$ cat config.mk
export PLATFORM = sky130hd
export DESIGN_NAME = muskoka_mem_arbiter
export DESIGN_NICKNAME = d
export VERILOG_FILES = /design/src/rtl/muskoka_mem_arbiter.sv
export SDC_FILE = /design/constraint.sdc
export NUM_CORES = 1
export LEC_CHECK = 0
export BUFFER_PORTS_ARGS = -buffer_cell sky130_fd_sc_hd__buf_2
export CAP_MARGIN = 20
export CORE_MARGIN = 8
export CORE_UTILIZATION = 25
export CTS_CLUSTER_SIZE = 16
export DETAILED_ROUTE_END_ITERATION = 16
export HOLD_SLACK_MARGIN = 0.05
export SLEW_MARGIN = 30
export SYNTH_ARGS = -nofsm -noshare
export SYNTH_HDL_FRONTEND = slang
export SYNTH_SLANG_ARGS = --single-unit
$ cat constraint.sdc
create_clock -name clk_i -period 2.1 [get_ports clk_i]
set_input_delay 0.21 -clock clk_i [delete_from_list [all_inputs] [get_ports clk_i]]
set_output_delay 0.21 -clock clk_i [all_outputs]
set_load 0.01 [all_outputs]
$ cat src/rtl/muskoka_mem_arbiter.sv
`default_nettype none
// ============================================================================
// Module   : muskoka_mem_arbiter
// Purpose  : Shares the single Muskoka memory bus port between the
//            instruction-fetch port (F) and the load/store port (D).
//            Data normally wins contention. A streak counter forces a fetch
//            grant after DATA_BURST_MAX data grants made while fetch waited.
//            Stuck bus cycles are aborted after TIMEOUT strobe cycles.
// Ports    : clk_i, rst_i (async, active-low)
//            f_req_i/f_adr_i         -> f_dat_o/f_ack_o/f_err_o
//            d_req_i/d_we_i/d_adr_i/d_dat_i/d_sel_i
//                                    -> d_dat_o/d_ack_o/d_err_o
//            mem_stb_o/mem_we_o/mem_adr_o/mem_dat_o/mem_sel_o <- mem_dat_i/mem_ack_i
//            grant_o : 00 none, 01 F, 10 D
// Revision : 1.0 - initial release
// ============================================================================
module muskoka_mem_arbiter #(
  parameter int unsigned DATA_BURST_MAX = 4,    // 1..15
  parameter int unsigned TIMEOUT        = 255   // 0 disables, 0..1023
) (
  input  logic        clk_i,
  input  logic        rst_i,
  // fetch port
  input  logic        f_req_i,
  input  logic [31:0] f_adr_i,
  output logic [31:0] f_dat_o,
  output logic        f_ack_o,
  output logic        f_err_o,
  // data port
  input  logic        d_req_i,
  input  logic        d_we_i,
  input  logic [31:0] d_adr_i,
  input  logic [31:0] d_dat_i,
  input  logic [3:0]  d_sel_i,
  output logic [31:0] d_dat_o,
  output logic        d_ack_o,
  output logic        d_err_o,
  // memory bus
  output logic        mem_stb_o,
  output logic        mem_we_o,
  output logic [31:0] mem_adr_o,
  output logic [31:0] mem_dat_o,
  output logic [3:0]  mem_sel_o,
  input  logic [31:0] mem_dat_i,
  input  logic        mem_ack_i,
  // arbitration status
  output logic [1:0]  grant_o
);

  localparam logic [3:0] BURST_LIMIT = 4'(DATA_BURST_MAX);
  // Compared against the pre-increment count, so the abort edge is the one
  // that ends the TIMEOUT-th strobe cycle.
  localparam logic [9:0] TMO_LAST    = 10'(TIMEOUT - 1);
  localparam logic       TMO_EN      = (TIMEOUT != 0);

  typedef enum logic [1:0] {
    ST_IDLE  = 2'd0,
    ST_BUS_F = 2'd1,
    ST_BUS_D = 2'd2,
    ST_DONE  = 2'd3
  } state_t;

  state_t      state_q;
  logic [3:0]  streak_q;
  logic [9:0]  tmo_q;
  logic [1:0]  grant_q;
  logic        mem_stb_q;
  logic        mem_we_q;
  logic [31:0] mem_adr_q;
  logic [31:0] mem_dat_q;
  logic [3:0]  mem_sel_q;
  logic [31:0] f_dat_q;
  logic        f_ack_q;
  logic        f_err_q;
  logic [31:0] d_dat_q;
  logic        d_ack_q;
  logic        d_err_q;

  logic        fetch_wins;
  logic        tmo_expire;
  logic [3:0]  streak_inc;

  // Fetch takes the bus when alone, or when data has had its full burst.
  assign fetch_wins = f_req_i && (!d_req_i || (streak_q >= BURST_LIMIT));
  assign tmo_expire = TMO_EN && (tmo_q == TMO_LAST);
  assign streak_inc = (streak_q >= BURST_LIMIT) ? BURST_LIMIT : (streak_q + 4'd1);

  always_ff @(posedge clk_i or negedge rst_i) begin
    if (!rst_i) begin
      state_q   <= ST_IDLE;
      streak_q  <= '0;
      tmo_q     <= '0;
      grant_q   <= 2'b00;
      mem_stb_q <= 1'b0;
      mem_we_q  <= 1'b0;
      mem_adr_q <= '0;
      mem_dat_q <= '0;
      mem_sel_q <= '0;
      f_dat_q   <= '0;
      f_ack_q   <= 1'b0;
      f_err_q   <= 1'b0;
      d_dat_q   <= '0;
      d_ack_q   <= 1'b0;
      d_err_q   <= 1'b0;
    end else begin
      // Completion flags are single-cycle pulses.
      f_ack_q <= 1'b0;
      f_err_q <= 1'b0;
      d_ack_q <= 1'b0;
      d_err_q <= 1'b0;

      case (state_q)
        ST_IDLE: begin
          tmo_q <= '0;
          if (fetch_wins) begin
            state_q   <= ST_BUS_F;
            grant_q   <= 2'b01;
            mem_stb_q <= 1'b1;
            mem_we_q  <= 1'b0;
            mem_adr_q <= f_adr_i;
            mem_dat_q <= '0;
            mem_sel_q <= 4'b1111;
            streak_q  <= '0;
          end else if (d_req_i) begin
            state_q   <= ST_BUS_D;
            grant_q   <= 2'b10;
            mem_stb_q <= 1'b1;
            mem_we_q  <= d_we_i;
            mem_adr_q <= d_adr_i;
            mem_dat_q <= d_dat_i;
            mem_sel_q <= d_sel_i;
            // Only data grants that make fetch wait count toward the streak.
            streak_q  <= f_req_i ? streak_inc : 4'd0;
          end
        end

        ST_BUS_F, ST_BUS_D: begin
          if (mem_ack_i) begin
            // Ack beats a timeout landing on the same edge.
            state_q   <= ST_DONE;
            mem_stb_q <= 1'b0;
            grant_q   <= 2'b00;
            if (state_q == ST_BUS_F) begin
              f_ack_q <= 1'b1;
              f_dat_q <= mem_dat_i;
            end else begin
              d_ack_q <= 1'b1;
              if (!mem_we_q) begin
                d_dat_q <= mem_dat_i;
              end
            end
          end else if (tmo_expire) begin
            state_q   <= ST_DONE;
            mem_stb_q <= 1'b0;
            grant_q   <= 2'b00;
            if (state_q == ST_BUS_F) begin
              f_err_q <= 1'b1;
            end else begin
              d_err_q <= 1'b1;
            end
          end else begin
            tmo_q <= tmo_q + 10'd1;
          end
        end

        ST_DONE: begin
          // One dead cycle so a requester dropping req now is never regranted.
          state_q <= ST_IDLE;
        end

        default: begin
          state_q <= ST_IDLE;
        end
      endcase
    end
  end

  assign grant_o   = grant_q;
  assign mem_stb_o = mem_stb_q;
  assign mem_we_o  = mem_we_q;
  assign mem_adr_o = mem_adr_q;
  assign mem_dat_o = mem_dat_q;
  assign mem_sel_o = mem_sel_q;
  assign f_dat_o   = f_dat_q;
  assign f_ack_o   = f_ack_q;
  assign f_err_o   = f_err_q;
  assign d_dat_o   = d_dat_q;
  assign d_ack_o   = d_ack_q;
  assign d_err_o   = d_err_q;

endmodule
`default_nettype wire

* Yosys cells after proc, flatten, opt, wreduce, memory -nomap -nowiden
Cells that the tools add are included.
Word-level totals: register bits after elaboration 156, word-level logic and storage cells 81
Cells by class: add/sub/neg operators 2, $lt $le $gt $ge 1, equality and inequality tests 8, mux-type cells 40, bitwise gates (word level) 2, reductions and logical operators 13
Operators by type and width (number):
- two-way mux 32 bit | 4
- two-way mux 4 bit | 6
- two-way mux 10 bit | 2
- one-hot mux 10 bit (2 select lines) | 1
- two-way mux 1 bit | 18
- two-way mux 2 bit | 6
- adder 10 x 1 -> 10 bit (second input constant) | 1
- equality test 10 x 8 -> 1 bit (second input constant) | 1
- AND reduction 3 bit | 3
- inequality test 3 bit (second input constant) | 2
- one-hot mux 2 bit (3 select lines) | 1
- adder 4 x 1 -> 4 bit (second input constant) | 1
- equality test 2 bit (second input constant) | 2
- greater-or-equal comparator 4 x 3 -> 1 bit (second input constant) | 1
- inequality test 2 bit (second input constant) | 2
- one-hot mux 2 bit (2 select lines) | 1
- AND reduction 2 bit | 2
- AND reduction 4 bit | 1
- nonzero test 2 bit | 2
- equality test 2 x 1 -> 1 bit (second input constant) | 1
- zero test 2 bit | 1
- NOT 1 bit | 2
- one-hot mux 1 bit (2 select lines) | 1
- OR reduction 2 bit | 1
- 3 further kinds | 3

* Longest topological paths before layout
Gate-level depths: netlist of run 1.
depth in word-level cells 5, mapped depth 7, depth with buffers taken out 6

* Least setup slack after synthesis of run 1
Ideal clock, no wire load.
path type register -> register, from reg tmo_q[0], to reg mem_stb_q, in the netlist mem_stb_o, setup time 118 ps, arrival 1649 ps, slack 333 ps, cell stages (with the launch flop) 7, buffers on the path 0, cells stage by stage dfrtp_1 -> inv_1 -> ha_1 -> or3b_4 -> o31ai_4 -> o21ai_2 -> a21o_1
On the way: word-level cells in the longest chain between the ends 3
RTL lines:
- start, declared | line 65 | logic [9:0] tmo_q;
- start signal, assigned | line 162 | tmo_q <= tmo_q + 10'd1;
- equality test 10 x 8 -> 1 bit | line 85 | assign tmo_expire = TMO_EN && (tmo_q == TMO_LAST);
- inequality test 3 bit (no line)
- AND reduction 3 bit (no line)
- end signal, assigned | line 94 | mem_stb_q <= 1'b0;
- end signal, assigned | line 118 | mem_stb_q <= 1'b1;
- end signal, assigned | line 127 | mem_stb_q <= 1'b1;
- end, declared | line 67 | logic mem_stb_q;
No other way between the ends. A chain may end at the register's enable or synchronous reset.

* Worst setup path after layout of run 1
Same ends and word-level chain as after synthesis.

==> results of run 1 <==
-- final cells by class --
type | instances | area, µm² | share of cell area [%]
clock buffers | 17 | 425 | 4.49
clock inverters | 15 | 154 | 1.62
inverters | 8 | 30.0 | 0.317
multi-input cells | 286 | 2280 | 24.0
flip-flops and latches | 156 | 3900 | 41.2
well taps | 330 | 413 | 4.35
repair buffers | 359 | 2280 | 24.1
-- critical path, stage by stage (launching register included) --
cell and delay, ns:
dfrtp_1 0.44, inv_1 0.08, ha_1 0.16, or3b_4 0.41, o31ai_4 0.41, o21ai_2 0.14, a21o_1 0.20
-- synthesized netlist by cell type, drive strengths merged --
cell type  number  area (µm²)
a211oi          2        15.0
a21o            2        15.0
a21oi           7        35.0
a22o           35         307
a31oi           2        12.5
a41oi           1        8.76
and2            1        6.26
and2b           1        8.76
and3            2        12.5
and4            3        26.3
and4b           1        10.0
buf            13        75.1
clkbuf         14        62.6
dfrtp         156        3900
ha              5        62.6
inv             8        30.0
mux2           65         732
mux2i          35         350
nand2          43         164
nand2b          2        12.5
nand3           7        35.0
nand4           3        18.8
nor2            8        30.0
nor2b           1        6.26
nor3            4        25.0
nor3b           1        7.51
o21ai          40         204
o22a            4        35.0
o2bb2a          1        20.0
o2bb2ai         3        26.3
o31a            2        18.8
o31ai           1        21.3
or3             2        12.5
or3b            1        11.3
xor2            1        8.76
-- metal layers --
| metal | wire [µm] | track usage (%) |
|---|---|---|
| met1 | 8340 | 15.0 |
| met2 | 8600 | 19.5 |
| met3 | 1460 | 4.66 |
| met4 | 148 | 3.18 |
| met5 | 0 | 0 |
-- repair_timing --
action | 4_1_cts | 5_1_grt
buffers inserted | 0 | 0
resized for setup | 0 | 0
hold buffers | 69 | 0
endpoints found under the setup margin | 0 | 1
hold endpoints to repair | 152 | 0
-- logic make-up (layout without fill, tap and decap cells) --
group,after synthesis,in the layout,synth area share [%]
XOR/XNOR,1,1,0.138
AND/OR/NAND/NOR,80,80,6.11
buffers and inverters,35,399,2.65
AO/OA/AOI/OAI,100,100,11.3
flip-flops,156,156,61.7
multiplexers,100,100,17.1
adder cells (fa/ha/maj),5,5,0.988
-- per-stage QoR --
step	worst slack, ns	hold WS, ns	power (µW)	cells
CTS	0.120	0.0585	13600	1171
detailed placement	0.131	0.224	10400	1070
finish	0.165	0.0742	13300	1171
global placement	0.184	0.215	10300	1070
floorplan	0.333	-0.0856	8000	477
global route	0.0290	0.0525	14300	1171
-- power groups by stage --
| stage | clock, µW | combinational (µW) | sequential [µW] |
|---|---|---|---|
| detailed placement | 0 | 5280 | 5080 |
| CTS | 3190 | 5360 | 5060 |
| floorplan | 0 | 2370 | 5630 |
| finish | 3050 | 5250 | 5040 |
| global route | 3300 | 5790 | 5230 |
| global placement | 0 | 5170 | 5090 |
-- state kept, by name (all words and copies together), names as in the netlist --
signal / flops
streak_q: 4
d_err_o: 1
f_err_o: 1
state_q: 2
f_ack_o: 1
f_dat_o: 32
mem_adr_o: 32
grant_o: 2
mem_we_o: 1
d_ack_o: 1
mem_stb_o: 1
mem_dat_o: 32
tmo_q: 10
d_dat_o: 32
mem_sel_o: 4
-- placed cells by master, fill, tap and decap left out, types with 3 or more instances in the layout --
cell,count
a21oi_1,7
a22o_1,35
and4_1,3
buf_12,8
buf_2,276
buf_4,5
clkbuf_16,17
dfrtp_1,156
dlygate4sd3_1,69
ha_1,5
inv_1,8
inv_6,5
inv_8,4
mux2_2,63
mux2i_1,35
nand2_1,42
nand3_1,7
nand4_1,3
nor2_1,8
nor3_1,3
o21ai_0,37
o22a_1,4
o2bb2ai_1,3
-- worst paths after layout --
check                                                from                         to  slack [ns]  cells past startpoint
max in group asynchronous                           rst_i    d_dat_o[21]$_DFFE_PN0P_        1.05                      3
min in group asynchronous                           rst_i    d_dat_o[31]$_DFFE_PN0P_        0.34                      2
worst min register to register  mem_adr_o[14]$_DFFE_PN0P_  mem_adr_o[14]$_DFFE_PN0P_        0.47                      2
worst max register to register       tmo_q[0]$_DFFE_PN0P_      mem_stb_o$_DFFE_PN0P_        0.17                      6
worst max-delay path                 tmo_q[0]$_DFFE_PN0P_      mem_stb_o$_DFFE_PN0P_        0.17                      6
worst min-delay path                         mem_dat_i[0]     d_dat_o[0]$_DFFE_PN0P_        0.07                      2
==> results.json, run 1 <==
{
  "syn_avg_cell_area_um2": 13.3,
  "grt_max_degree": 58,
  "path_max_fanout": 10,
  "fin_nets": 971,
  "setup_viol": 0,
  "ant_nets": 0,
  "hold_viol": 0,
  "start_util_pct": 25.3,
  "ys_ff_latch": 156,
  "tightest_slew_ns": 0.556,
  "end_kind": "flop",
  "vias": 4994,
  "layout_worst_path_cycle_share_pct": 92.1,
  "grt_usage_pct": 12.1,
  "pwr-share-seq_pct": 37.8,
  "slew_violations": 0,
  "antenna_cells": 0,
  "sw_frac_of_total_pct": 35.5,
  "ios": 278,
  "path_clk_slew_ns": 0.07,
  "clock_power_share_pct": 22.8,
  "final.min_clock_period_ns": 1.93,
  "hpwl_um": 13400,
  "cts_buffer_depth": 2,
  "tns_ns": 0,
  "wire_per_inst_um": 15.8,
  "status": "finished, final reports clean",
  "internal_power_uw": 8600,
  "worstHoldPathType": "in -> reg",
  "dieArea_um2": 30700,
  "maxSlewHeadroom_pct": 62.9,
  "power-per-cell-area_nw_per_um2": 1410,
  "final_util_pct": 37.9,
  "die_w_um": 175,
  "synth_warnings": 0,
  "synth_nets": 620,
  "num_rows": 58,
  "gp_congestion": 0.741,
  "startpoint_type": "flop",
  "avgViaCountPerCell": 4.26,
  "peakVddDrop_mv": 0.643,
  "placed_cell_area_um2": 8210,
  "path_class": "reg -> reg",
  "yosysSeqAreaShare_pct": 61.7,
  "finalInstanceArea_um2": 9480,
  "wl_um": 18500,
  "numPortBuffers": 277,
  "drt_iter0_drc": 213,
  "synthCells": 477,
  "power_frac_comb_pct": 39.4,
  "fmax_mhz": 517,
  "syn_area_um2": 6330,
  "drive_above_1_share_pct": 47.0,
  "required_ns": 2.40,
  "yosysUniqueCellTypes": 45,
  "first_global_vias": 5514,
  "rsz0062_at_grt": "false",
  "overflow": 0,
  "ctsHtreeMaxLevel": 4,
  "drc": 0,
  "area_growth_pct": 49.8,
  "cts_made_buffers": 17,
  "grt_antenna_before_repair": 0,
  "cts_root_buffer": "clkbuf_16",
  "grt_pass1_wl_um": 30000,
  "worstPathArrival_ns": 2.24,
  "drv_cap": 0,
  "tritoncts": "built",
  "firstDrtPassIters": 4,
  "finClkSkew_ns": 0.0105,
  "p_leak_uw": 0.00466,
  "clk_latency_ns": 0.41,
  "p_sw_uw": 4740,
  "core_um2": 25000,
  "cts_sinks": 156,
  "die_height_um": 175,
  "fillers": 2418
}
No activity file was read; power rests on OpenSTA's default activity.
==> run 2: changes to the inputs <==
Settings changed: ABC_AREA set to 1, CORE_UTILIZATION 25 to 44, PLACE_DENSITY set to 0.75, SLEW_MARGIN 30 to not set.
==> run 2 against run 1 <==
Compared with the run above:
- fmax increased by 11%
- clock skew decreased by 0.0033 ns
- die area decreased by 38%
- first-iteration DRC count increased by 78%
- via count increased by 23%
- clock-buffer cell count increased by 1
- final cell count increased by 8.7%
- combinational power decreased by 8.4%
- synthesized cell count increased by 57%
- critical path depth increased by 2
- register-to-register slack improved by 0.19 ns
- sequential share of layout area increased by 0.85 points
- critical path type unchanged
- largest power group is now registers
- highest routed layer unchanged
==> results.json, run 2 <==
{
  "area_growth_pct": 41.8,
  "fmax_mhz": 574,
  "core_um2": 14500,
  "path_max_fanout": 64,
  "drv_cap": 0,
  "ios": 278,
  "grt_antenna_before_repair": 0,
  "start_util_pct": 45.1,
  "path_delay_family": "buffers and inverters",
  "cts_sinks": 156,
  "setup_viol": 0,
  "num_rows": 44,
  "tightest_slew_ns": 0.564,
  "synth_nets": 890,
  "die_w_um": 138,
  "yosysUniqueCellTypes": 25,
  "avgViaCountPerCell": 4.81,
  "ant_nets": 0,
  "syn_area_um2": 6550,
  "power-per-cell-area_nw_per_um2": 1370,
  "finClkSkew_ns": 0.00722,
  "synth_top_area_cell": "dfrtp_1",
  "ctsHoldBuffers": 58,
  "total_power_uw": 12700,
  "cts_root_buffer": "clkbuf_16",
  "fin_nets": 1219,
  "cp_cell_sequence": "inv_1, ha_1, nand2_1, nor2_1, nand2_1, buf_4, nand2_1, o21ai_0",
  "die_height_um": 138,
  "path_clk_slew_ns": 0.07,
  "required_ns": 2.43,
  "p_leak_uw": 0.00520,
  "tritoncts": "built",
  "antenna_cells": 0,
  "worstHoldPathType": "in -> reg",
  "async_flop_share_pct": 100,
  "synth_common_cells": "nand2_1, dfrtp_1, o21ai_0, inv_1, nand3_1",
  "first_global_vias": 6191,
  "yosysSeqAreaShare_pct": 59.6,
  "layout_common_cells": "buf_2, nand2_1, dfrtp_1",
  "ctsHtreeMaxLevel": 4,
  "wl_um": 20000,
  "cts_made_buffers": 17,
  "maxSlewHeadroom_pct": 62.4,
  "synth_warnings": 0,
  "path_class": "reg -> reg",
  "synth_edf_count": 0,
  "netlist.area_leader.share_pct": 59.6,
  "gp_congestion": 0.805,
  "hpwl_um": 14100,
  "drt_iter0_drc": 379,
  "ctsResizeCount": 0,
  "ys_ff_latch": 156,
  "grt_pass1_wl_um": 32600,
  "postCtsSetupBuffers": 0,
  "end_kind": "flop",
  "worst-path-buf-inv": 2,
  "cp_slowest_cell": "buf_4",
  "final.min_clock_period_ns": 1.74,
  "worstPathArrival_ns": 2.07,
  "vias": 6125,
  "rsz0062_at_grt": "false",
  "hold_viol": 0,
  "peakVddDrop_mv": 0.799,
  "dieArea_um2": 19100,
  "synthCells": 747,
  "startpoint_type": "flop",
  "final_common_cell": "buf_2",
  "drive_above_1_share_pct": 30.2,
  "grt_max_degree": 69,
  "tns_ns": 0,
  "overflow": 0,
  "syn_avg_cell_area_um2": 8.77,
  "cts_buffer_depth": 2,
  "slowest_delay_ns": 0.45,
  "numPortBuffers": 277,
  "grt_usage_pct": 21.1,
  "drc": 0,
  "layout_worst_path_cycle_share_pct": 82.9,
  "slew_violations": 0,
  "ys_top_cells_by_area": "dfrtp_1, nand2_1, o21ai_0, inv_1, nand3_1",
  "synth_most_common_cell": "nand2_1",
  "firstDrtPassIters": 5,
  "path_common_cell": "nand2_1",
  "clk_latency_ns": 0.42,
  "ys.flop_type": "dfrtp_1",
  "status": "finished, final reports clean",
  "wire_per_inst_um": 15.7
}
-- run 2: path summary, 6_finish.rpt --
kind / start / endpoint / slack, ns / cells past startpoint
worst max-delay path: state_q[0]$_DFFE_PN0P_ / d_dat_o[23]$_DFFE_PN0P_ / 0.36 / 8
worst min-delay path: mem_dat_i[6] / f_dat_o[6]$_DFFE_PN0P_ / 0.07 / 3
worst max register to register: state_q[0]$_DFFE_PN0P_ / d_dat_o[23]$_DFFE_PN0P_ / 0.36 / 8
worst min register to register: mem_dat_o[30]$_DFFE_PN0P_ / mem_dat_o[30]$_DFFE_PN0P_ / 0.47 / 2
max in group asynchronous: rst_i / f_dat_o[0]$_DFFE_PN0P_ / 1.14 / 3
min in group asynchronous: rst_i / mem_dat_o[10]$_DFFE_PN0P_ / 0.32 / 2
-- run 2: area by class of cell --
type / instances / area [µm²]
Clock buffer: 18 / 429
Clock inverter: 14 / 135
Fill cell: 1192 / 5240
Inverter: 85 / 319
Multi-Input combinational cell: 467 / 2130
Sequential cell: 156 / 3900
Tap cell: 184 / 230
Timing Repair Buffer: 349 / 2140
-- run 2: kinds of logic (layout without fill, tap and decap cells) --
family / Yosys count / count (layout) / share of synthesized area (%)
adder cells (fa/ha/maj): 5 / 5 / 0.955
flip-flops: 156 / 156 / 59.6
AND/OR/NAND/NOR: 312 / 312 / 19.3
XOR/XNOR: 7 / 7 / 0.935
buffers and inverters: 124 / 466 / 8.04
AO/OA/AOI/OAI: 143 / 143 / 11.2
-- run 2: stage by stage --
step	cells	cell area [µm²]	hold WS (ns)	utilization, %	worst slack [ns]
2_1_floorplan	747	6550	-0.0856	-	0.608
3_3_place_gp	1183	8150	0.206	56.1	0.439
3_5_place_dp	1183	8150	0.204	56.1	0.368
4_1_cts	1273	9290	0.0535	63.9	0.337
5_1_grt	1273	9290	0.0589	63.9	0.216
6_report	1273	9290	0.0710	63.9	0.358
-- run 2: layer usage --
metal | share of wire (%) | vias up | track usage [%]
met3 | 6.7 | 38 | 6.61
li1 | - | 3016 | -
met1 | 40 | 2843 | 24.2
met2 | 50 | 228 | 35.9
met4 | 2.9 | 0 | 8.81
met5 | 0 | - | 0
-- run 2: tightest hold or removal path, stage by stage --
cell	delay (ns)
buf_2	0.09
inv_1	0.06
o21ai_0	0.08
-- run 2: report_power, final --
part	total (µW)	internal, µW	switching, µW	leakage (µW)
Clock	2930	1660	1270	0.000275
Sequential	4960	4280	686	0.00197
Combinational	4810	1850	2970	0.00295
